==> src/rtl/uart_tx_fifo_drain_pkg.sv <==
// rtl/uart_tx_fifo_drain_pkg.sv - shared UART state encoding and parity-type constants
package uart_tx_fifo_drain_pkg;

    typedef enum logic [2:0] {
        IDLE   = 3'd0,
        START  = 3'd1,
        DATA   = 3'd2,
        PARITY = 3'd3,
        STOP   = 3'd4
    } tx_state_t;

    localparam logic PAR_EVEN = 1'b0;
    localparam logic PAR_ODD  = 1'b1;

endpackage

==> src/rtl/uart_tx_parity_calc.sv <==
// rtl/uart_tx_parity_calc.sv - even/odd parity bit for one UART data word
module uart_tx_parity_calc
    import uart_tx_fifo_drain_pkg::*;
#(
    parameter int DATA_WIDTH = 8
) (
    input  logic [DATA_WIDTH-1:0] data,
    input  logic                  par_typ,
    output logic                  par_bit
);

    // Even parity makes the total count of ones even; odd parity inverts that bit.
    always_comb begin
        par_bit = (^data) ^ (par_typ == PAR_ODD);
    end

endmodule

==> src/rtl/uart_tx_fifo_drain.sv <==
// rtl/uart_tx_fifo_drain.sv - FIFO-draining UART transmitter, one bit per R_CLK
module uart_tx_fifo_drain
    import uart_tx_fifo_drain_pkg::*;
#(
    parameter int DATA_WIDTH = 8
) (
    input  logic                  R_CLK,
    input  logic                  R_RST,
    input  logic [DATA_WIDTH-1:0] RD_DATA,
    input  logic                  EMPTY,
    input  logic                  TX_EN,
    input  logic                  PAR_EN,
    input  logic                  PAR_TYP,
    output logic                  RINC,
    output logic                  TX_OUT,
    output logic                  BUSY
);

    localparam int CNT_W = (DATA_WIDTH > 1) ? $clog2(DATA_WIDTH) : 1;
    localparam logic [CNT_W-1:0] LAST_BIT = CNT_W'(DATA_WIDTH - 1);

    tx_state_t             state;
    tx_state_t             state_nxt;
    logic [DATA_WIDTH-1:0] shift_reg;
    logic                  par_reg;
    logic                  par_en_q;
    logic [CNT_W-1:0]      bit_cnt;
    logic                  par_new;
    logic                  last_bit;

    // Parity is computed on the word as it is popped, so later PAR_TYP changes cannot touch it.
    uart_tx_parity_calc #(
        .DATA_WIDTH (DATA_WIDTH)
    ) u_parity (
        .data    (RD_DATA),
        .par_typ (PAR_TYP),
        .par_bit (par_new)
    );

    // Pops only at frame boundaries; gated by reset so nothing is popped while held in reset.
    assign RINC     = R_RST & TX_EN & ~EMPTY & ((state == IDLE) | (state == STOP));
    assign BUSY     = (state != IDLE);
    assign last_bit = (bit_cnt == LAST_BIT);

    // State register.
    always_ff @(posedge R_CLK or negedge R_RST) begin
        if (!R_RST) begin
            state <= IDLE;
        end else begin
            state <= state_nxt;
        end
    end

    // Next-state: STOP chains straight into START when another word is available.
    always_comb begin
        state_nxt = state;
        case (state)
            IDLE:    if (RINC) state_nxt = START;
            START:   state_nxt = DATA;
            DATA:    if (last_bit) state_nxt = par_en_q ? PARITY : STOP;
            PARITY:  state_nxt = STOP;
            STOP:    state_nxt = RINC ? START : IDLE;
            default: state_nxt = IDLE;
        endcase
    end

    // Datapath: load on pop, then shift data out LSB first into the registered line.
    always_ff @(posedge R_CLK or negedge R_RST) begin
        if (!R_RST) begin
            shift_reg <= '0;
            par_reg   <= 1'b0;
            par_en_q  <= 1'b0;
            bit_cnt   <= '0;
            TX_OUT    <= 1'b1;
        end else if (RINC) begin
            shift_reg <= RD_DATA;
            par_reg   <= par_new;
            par_en_q  <= PAR_EN;
            TX_OUT    <= 1'b0;
        end else begin
            case (state)
                START: begin
                    TX_OUT    <= shift_reg[0];
                    shift_reg <= shift_reg >> 1;
                    bit_cnt   <= '0;
                end
                DATA: begin
                    if (last_bit) begin
                        TX_OUT <= par_en_q ? par_reg : 1'b1;
                    end else begin
                        TX_OUT    <= shift_reg[0];
                        shift_reg <= shift_reg >> 1;
                        bit_cnt   <= bit_cnt + 1'b1;
                    end
                end
                default: begin
                    TX_OUT <= 1'b1;
                end
            endcase
        end
    end

endmodule

==> config.mk <==
export PLATFORM = sky130hd
export DESIGN_NAME = uart_tx_fifo_drain
export DESIGN_NICKNAME = d
export VERILOG_FILES = /design/src/rtl/uart_tx_fifo_drain_pkg.sv /design/src/rtl/uart_tx_parity_calc.sv /design/src/rtl/uart_tx_fifo_drain.sv
export SDC_FILE = /design/constraint.sdc
export NUM_CORES = 1
export LEC_CHECK = 0
export CAP_MARGIN = 10
export CORE_MARGIN = 3
export CORE_UTILIZATION = 45
export DETAILED_ROUTE_END_ITERATION = 6
export PLACE_DENSITY_LB_ADDON = 0.15
export SLEW_MARGIN = 10
export SYNTH_ARGS = -nofsm -noshare
export SYNTH_HDL_FRONTEND = slang
export SYNTH_HIERARCHICAL = 1
export SYNTH_SLANG_ARGS = --single-unit
==> constraint.sdc <==
create_clock -name R_CLK -period 2.6 [get_ports R_CLK]
set_clock_uncertainty 0.15 [all_clocks]
set_input_delay 0.26 -clock R_CLK [delete_from_list [all_inputs] [get_ports R_CLK]]
set_output_delay 0.26 -clock R_CLK [all_outputs]
set_load 0.005 [all_outputs]
Word-level counts from Yosys, hierarchy flattened:

Index checks and enable logic that the tools add are counted.

* flip-flop bits (word level): 17
* bits in latches: 0
* memory bits (writable): 0
* ROM bits: 0
* output and inout port bits: 3
* logic and storage cells: 45
* memories: 0

* add/sub/neg operators: 1
* multipliers: 0
* div/mod/pow operators: 0
* magnitude comparators: 0
* equality and inequality tests: 9
* shifts and indexed selects: 0
* mux-type cells: 14
* bitwise logic cells: 7
* reductions and logical operators: 8

Operator list (count)
* 8-bit 2-to-1 mux: 2
* 8-bit one-hot mux with 2 select lines: 1
* 3-bit one-hot mux with 5 select lines: 1
* 3-bit 2-to-1 mux: 4
* 8-bit parity: 1
* 3-bit by 2-bit equality test with 1-bit output (second input constant): 2
* 3-bit equality test (second input constant): 2
* 2-bit != test (second input constant): 3
* 3-bit one-hot mux with 2 select lines: 1
* 3-bit nonzero test: 2
* 1-bit 2-to-1 mux: 4
* 2-bit AND reduction: 2
* 3-bit by 1-bit adder with 3-bit output (second input constant): 1
* 1-bit bitwise AND: 3
* 3-bit by 1-bit equality test with 1-bit output (second input constant): 1
* 3-bit zero test: 1
* 3-bit != test (second input constant): 1
* 3-bit AND reduction: 1
* 1-bit NOT: 2
* 1-bit one-hot mux with 2 select lines: 1
* 2-bit nonzero test: 1
* 1-bit bitwise OR: 1
* 1-bit bitwise XOR: 1

Longest topological paths before layout:

Gate-level depths: netlist of run 1.

* word-level depth: 5
* depth in mapped cells: 6
* depth with buffers taken out: 5

Hierarchy:

Netlist of run 1, hierarchy kept.

Modules (own cells, without submodules)
* uart_tx_fifo_drain: times used 1, cells an instance 90, area an instance 969.7 sq um, sequential area each 426.7 sq um
* uart_tx_parity_calc: times used 1, cells an instance 7, area an instance 82.6 sq um, sequential area each 0.0 sq um

Least setup slack after synthesis of run 1:

Ideal clock, no wire load.

* path type: reg-to-reg
* start point: reg bit_cnt[0]
* end point: reg TX_OUT
* library setup time: 0.075 ns
* data arrival time: 1.641 ns
* data required time: 2.375 ns
* setup slack: 0.735 ns
* cell stages (with the launch flop): 7
* clock period less this slack: 1.865 ns
* cells stage by stage: dfrtp_1 > ha_1 > ha_1 > nor4b_4 > or2_1 > buf_6 > mux2i_1

* longest elaborated chain between the ends: 4

Ends and longest elaborated chain
* from (decl): line uart_tx_fifo_drain.sv:27 `logic [CNT_W-1:0] bit_cnt;`
* from (signal assigned): line uart_tx_fifo_drain.sv:93 `bit_cnt <= bit_cnt + 1'b1;`
* 3-bit equality test: line uart_tx_fifo_drain.sv:43 `assign last_bit = (bit_cnt == LAST_BIT);`
* 1-bit 2-to-1 mux: line uart_tx_fifo_drain.sv:88 `if (last_bit) begin`
* 1-bit one-hot mux with 2 select lines: line uart_tx_fifo_drain.sv:81 `case (state)`
* 1-bit 2-to-1 mux: line uart_tx_fifo_drain.sv:75 `end else if (RINC) begin`
* to (signal assigned): line uart_tx_fifo_drain.sv:83 `TX_OUT <= shift_reg[0];`
* to (signal assigned): line uart_tx_fifo_drain.sv:89 `TX_OUT <= par_en_q ? par_reg : 1'b1;`
* to (signal assigned): line uart_tx_fifo_drain.sv:91 `TX_OUT <= shift_reg[0];`
* to (decl): line uart_tx_fifo_drain.sv:15 `output logic TX_OUT,`

Every way passes these cells.
A chain may end at the register's enable or synchronous reset.

Worst setup path in the final report of run 1:

* start point: reg state[0]
* end point: out RINC

* longest elaborated chain between the ends: 3
* elaborated cells on any way between the ends: 4
* those cells by class: 1 x eq/ne; 2 x bitwise; 1 x reduce/logical

Ends and longest elaborated chain
* from (decl): line uart_tx_fifo_drain.sv:22 `tx_state_t state;`
* from (signal assigned): line uart_tx_fifo_drain.sv:50 `state <= state_nxt;`
* 3-bit equality test or 3-bit zero test (tied branches): line uart_tx_fifo_drain.sv:41 `assign RINC = R_RST & TX_EN & ~EMPTY & ((state == IDLE) | (state == STOP));`
* 1-bit bitwise OR *: line uart_tx_fifo_drain.sv:41
* 1-bit bitwise AND *: line uart_tx_fifo_drain.sv:41
* to (decl): line uart_tx_fifo_drain.sv:14 `output logic RINC,`

Mark *: on every way between the ends. The rest lies on a longest branch, timed or not.

==> results of run 1 <==
## layer usage
metal,part of all wire (%),vias to the layer above
met3,5.0,2
li1,-,387
met5,0,-
met1,52,362
met4,1.1,0
met2,42,14
## cell families (layout without fill, tap and decap cells)
| logic type | after synthesis | count (layout) | share of synthesized area [%] |
|---|---|---|---|
| AOI/OAI and AO/OA | 27 | 27 | 22.5 |
| xor gates and xnor gates | 8 | 8 | 8.68 |
| adders and majority gates | 2 | 2 | 2.38 |
| buffers and inverters | 16 | 34 | 7.49 |
| DFF | 17 | 17 | 40.5 |
| muxes | 3 | 3 | 2.97 |
| and+or+nand+nor | 24 | 24 | 15.5 |
## final cells by class
type	count	area share, %
flip-flops and latches	17	33.8
clock buffers	3	1.78
inverters	10	2.97
well taps	27	2.68
clock inverters	1	0.396
repair buffers	20	15.1
multi-input cells	64	43.3
## Yosys cell counts
cell type  count
nor3b_2        1
nand4_1        1
buf_6          1
buf_4          3
mux2_2         1
nor2b_1        1
o21ai_0        8
inv_1         10
nor2_2         1
nand3_1        8
a21oi_1        2
a22o_1         1
nand3b_1       1
o2bb2ai_1      3
dfstp_2        1
clkbuf_1       2
xnor2_2        1
o31ai_1        1
nor4b_4        1
nand2_1        3
and2_1         1
a22oi_1        2
nor3_1         1
a211oi_1       1
or2_1          1
xnor3_1        1
o311ai_2       6
ha_1           2
nor3b_1        3
o21a_1         2
xnor2_1        4
and3b_1        1
mux2i_1        2
xor2_1         2
dfrtp_1       16
o31a_1         1
## critical path, cell delays in order, from the launching register on
cell,delay [ps]
dfrtp_1,540
nor2_2,310
and2_1,200
clkdlybuf4s50_1,500
## power by group
group          leakage [nW]  switching [mW]  internal (mW)
combinational         0.299           0.234          0.266
clock                0.0177          0.0856         0.0574
sequential            0.216          0.0837          0.374
## path summary, 6_finish.rpt
| check | startpoint | end | slack (ps) | cells past startpoint |
|---|---|---|---|---|
| max | state[0] | RINC | 330 | 3 |
| min | R_RST | state[1] | 140 | 2 |
| max reg2reg | bit_cnt[0] | TX_OUT | 430 | 5 |
| min reg2reg | shift_reg[0] | TX_OUT | 370 | 2 |
| max in group asynchronous | R_RST | TX_OUT | 1890 | 2 |
| min in group R_CLK | PAR_EN | par_en_q | 370 | 3 |
## through the flow
| step | area [um2] | cells | setup slack (ps) | power, mW |
|---|---|---|---|---|
| 3_5_place_dp | 1230 | 138 | 443 | 0.967 |
| 3_3_place_gp | 1230 | 138 | 487 | 0.960 |
| 5_1_grt | 1260 | 142 | 186 | 1.20 |
| 6_report | 1260 | 142 | 327 | 1.10 |
| 4_1_cts | 1260 | 142 | 308 | 1.11 |
| 2_1_floorplan | 1050 | 97 | 735 | 0.844 |
==> impl_metrics.ini, run 1 <==
[outcome]
status = finished clean

[placed_design]
gp_congestion = 0.804
hpwlAfterDp_um = 1500
port_buffers = 16

[grt]
grt_util_met2_pct = 24.9
grt_pass1_vias = 736
grt_overflow = 0
gr-usage-met1_pct = 22.5
grtUsageTotal_pct = 16.8
top_usage_layer = met2
grt_max_degree = 18
antenna_found_initial = 0
grt_pass1_wl_um = 3460
use_met3_pct = 5.72

[sta]
final-max-slew-violation-count = 0
slew_headroom_pct = 70.7
tightest_slew_ps = 437
tns_ps = 0
finalCriticalPeriod_ps = 2270
max_freq_mhz = 440
holdWs_ps = 141
setup_viol = 0
final_hold_viol_count = 0
layout_worst_path_cycle_share_pct = 87.4
rsz0062_at_grt = false

[synthesis]
ys_warn_count = 6
syn_inst = 97
syn_area_per_cell_um2 = 10.8
syn_area_mm2 = 0.00105
synth_top_area_cell = dfrtp_1
synth_seq_cells = 17
yosysUniqueCellTypes = 36
synthTopCellsByArea = dfrtp_1 (38%), o311ai_2 (9.3%), nand3_1 (3.8%)
seq_area_frac_synth_pct = 40.5
synth_top_area_share_pct = 38.0
syn_nets = 113

[detailed_routing]
postRouteWirelength_um = 2010
drc = 0
ant_nets = 0
wl_per_cell_um = 14.2
detail_route.iter0.violations = 4
drt-pass1-iter-count = 3
viasPerCell = 5.39
vias = 765

[finish]
syn2layout_area_growth_pct = 20.0
nNetsFinal = 132
post-route-util_pct = 60.6
layout_common_cells = dfrtp_1 (16), clkdlybuf4s50_1 (16), inv_1 (10)
largest_reg_flops = 8
antennaDiodeCount = 0
seq_area_um2 = 427
n_fill_cell = 190
drive_gt1_share_pct = 17.4
multi_input_area_um2 = 547

[critical_path]
arrival_ps = 1860
critical_path.endpoint_type = output port
crit_path_start_kind = register
critical_path.max_fanout = 12
crit_type = reg2out
required_ps = 2190

[worst_hold_path]
hold_class = in2async

[cts]
cts_tree = built
cts_setup_buffers = 0
cts_root_buffer = clkbuf_4
path_clk_slew_ps = 110
ctsResizeCount = 0
cts_sinks = 17
clock_latency_ps = 300
cts_made_buffers = 3
clock_path_buffers = 2
cts-htree-levels = 1
hold_buffers = 0

[pwr]
power.density_mw_per_mm2 = 872
power_leakage_nw = 0.532
peakVddDrop_mv = 0.575

[floorplanning]
core_area_mm2 = 0.00208
fp.dieArea_mm2 = 0.00295
die_y_um = 54.4
std_cell_rows = 16
initial_utilization_pct = 50.5
die_x_um = 54.4
io_pins = 17

[run]
maxCapViolCount = 0
Power figures use the tool's default switching activity.
==> inputs of run 2 (changes only) <==
--- a/config.mk
+++ b/config.mk
@@ -6,10 +6,11 @@
 export NUM_CORES = 1
 export LEC_CHECK = 0
 export CAP_MARGIN = 10
-export CORE_MARGIN = 3
 export CORE_UTILIZATION = 45
 export DETAILED_ROUTE_END_ITERATION = 6
+export DONT_BUFFER_PORTS = 1
 export PLACE_DENSITY_LB_ADDON = 0.15
+export SKIP_CTS_REPAIR_TIMING = 1
 export SLEW_MARGIN = 10
 export SYNTH_ARGS = -nofsm -noshare
 export SYNTH_HDL_FRONTEND = slang
==> run 2 against run 1 <==
Net effect:
- the run now ends with hold timing left
- sequential power barely moved
- final area fell by 9.0%
- worst hold slack got worse by 150 ps
- register-to-register slack barely moved
- non-clock buffer count fell by 12
- sequential share of layout area rose by 3.4 points
- setup slack improved by 96 ps
- utilization fell by 8.7 points
- clock power barely moved
==> impl_metrics.ini, run 2 (synthesized netlist as in run 1, its figures left out) <==
[grt]
antenna_found_initial = 0
grt_pass1_wl_um = 3420
grt_pass1_vias = 692
grt_max_degree = 19
grtUsageTotal_pct = 18.5
grt_overflow = 0

[finish]
largest_reg_flops = 8
layout_common_cells = dfrtp_1 (16), inv_1 (10), o21ai_0 (8), nand3_1 (8)
nNetsFinal = 120
n_fill_cell = 214
drive_gt1_share_pct = 17.5
antennaDiodeCount = 0
syn2layout_area_growth_pct = 9.16
final_common_cell = dfrtp_1

[sta]
tns_ps = 0
holdWs_ps = -11.0
final-max-slew-violation-count = 0
slew_headroom_pct = 47.3
final_hold_viol_count = 2
tightest_slew_ps = 788
rsz0062_at_grt = false
fin_ws_ps = 423
finalCriticalPeriod_ps = 2180
setup_viol = 0
max_freq_mhz = 459
layout_worst_path_cycle_share_pct = 83.7

[critical_path]
arrival_ps = 2260
critPathTopFamily = simple AND/OR/NAND/NOR gates
rr_worst_depth = 5
critical_path.endpoint_type = register
r2r_start = bit_cnt[0]
critical_path.max_fanout = 9
crit_path_top_delay_cell = or2_1
cp_common_cell = ha_1
crit_path_start_kind = register
r2r_end = TX_OUT
path_buf_inv = 0
required_ps = 2680
regToRegSetupSlack_ps = 420
crit_type = reg2reg
critPathMaxStageDelay_ps = 440
crit_chain = ha_1 -> ha_1 -> nor4b_4 -> or2_1 -> mux2i_1

[cts]
path_clk_slew_ps = 110
cts_tree = built
clock_latency_ps = 290
cts-htree-levels = 1
cts_sinks = 17
cts_root_buffer = clkbuf_4
cts_made_buffers = 3
clock_path_buffers = 2

[floorplanning]
die_y_um = 50.4
io_pins = 17
die_x_um = 50.4
std_cell_rows = 17
initial_utilization_pct = 47.6
fp.dieArea_mm2 = 0.00254
core_area_mm2 = 0.00221

[placed_design]
pre_cts_slack_ps = 457
port_buffers = 0
hpwlAfterDp_um = 1500
gp_congestion = 0.723

[pwr]
peakVddDrop_mv = 0.531
power_leakage_nw = 0.485
power_mw = 1.06
power.density_mw_per_mm2 = 925

[detailed_routing]
vias = 730
drt-pass1-iter-count = 4
detail_route.iter0.violations = 13
viasPerCell = 5.57
postRouteWirelength_um = 2080
ant_nets = 0
drc = 0
wl_per_cell_um = 15.8

[worst_hold_path]
hold_class = in2reg
min_from = RD_DATA[1]
holdPathEnd = shift_reg[1]
min_path_cells = 2

[outcome]
status = complete, but fails checks
violations = hold timing

[run]
maxCapViolCount = 0
==> run 2: cell count changes in the layout (fill, tap and decap cells not counted), sizes merged <==
| cell | delta |
|---|---|
| clkdlybuf4s50 | -16 |
| dlygate4sd3 | +6 |
| buf | -2 |
==> run 2: layer usage <==
metal	GRT usage [%]	vias to the layer above	wire, um
met2	26.7	16	964
met4	9.72	0	31
li1	-	359	-
met3	3.03	4	84
met5	0	-	0
met1	26.4	351	996
==> run 2: how the worst max path moves through the flow <==
stage | slack (ps) | end | from | cells past startpoint
4_1_cts | 410 | TX_OUT | bit_cnt[0] | 5
5_1_grt | 300 | TX_OUT | bit_cnt[0] | 5
2_1_floorplan | 730 | TX_OUT | bit_cnt[0] | 6
3_3_place_gp | 480 | TX_OUT | bit_cnt[0] | 5
6_report | 420 | TX_OUT | bit_cnt[0] | 5
3_5_place_dp | 460 | TX_OUT | bit_cnt[0] | 5
==> run 2: power by group <==
part | internal, mW | switching, mW
Sequential | 0.374 | 0.0858
Clock | 0.0572 | 0.0860
Combinational | 0.226 | 0.233
Total | 0.657 | 0.405
==> run 2: stage by stage <==
stage	area [um2]	instances	util, %	hold slack, ps
floorplan	1050	97	-	-186
global placement	1060	121	48.0	-185
detailed placement	1060	121	48.0	-185
CTS	1090	125	49.2	-514
global route	1150	131	51.9	2.53
finish	1150	131	51.9	-11.0
==> run 2: area by class of cell <==
cell class | instances | area (um2) | area share [%]
multi-input cells | 64 | 547 | 47.6
flip-flops and latches | 17 | 427 | 37.1
repair buffers | 8 | 75.1 | 6.54
inverters | 10 | 37.5 | 3.27
well taps | 28 | 35.0 | 3.05
clock buffers | 3 | 22.5 | 1.96
clock inverters | 1 | 5.00 | 0.436
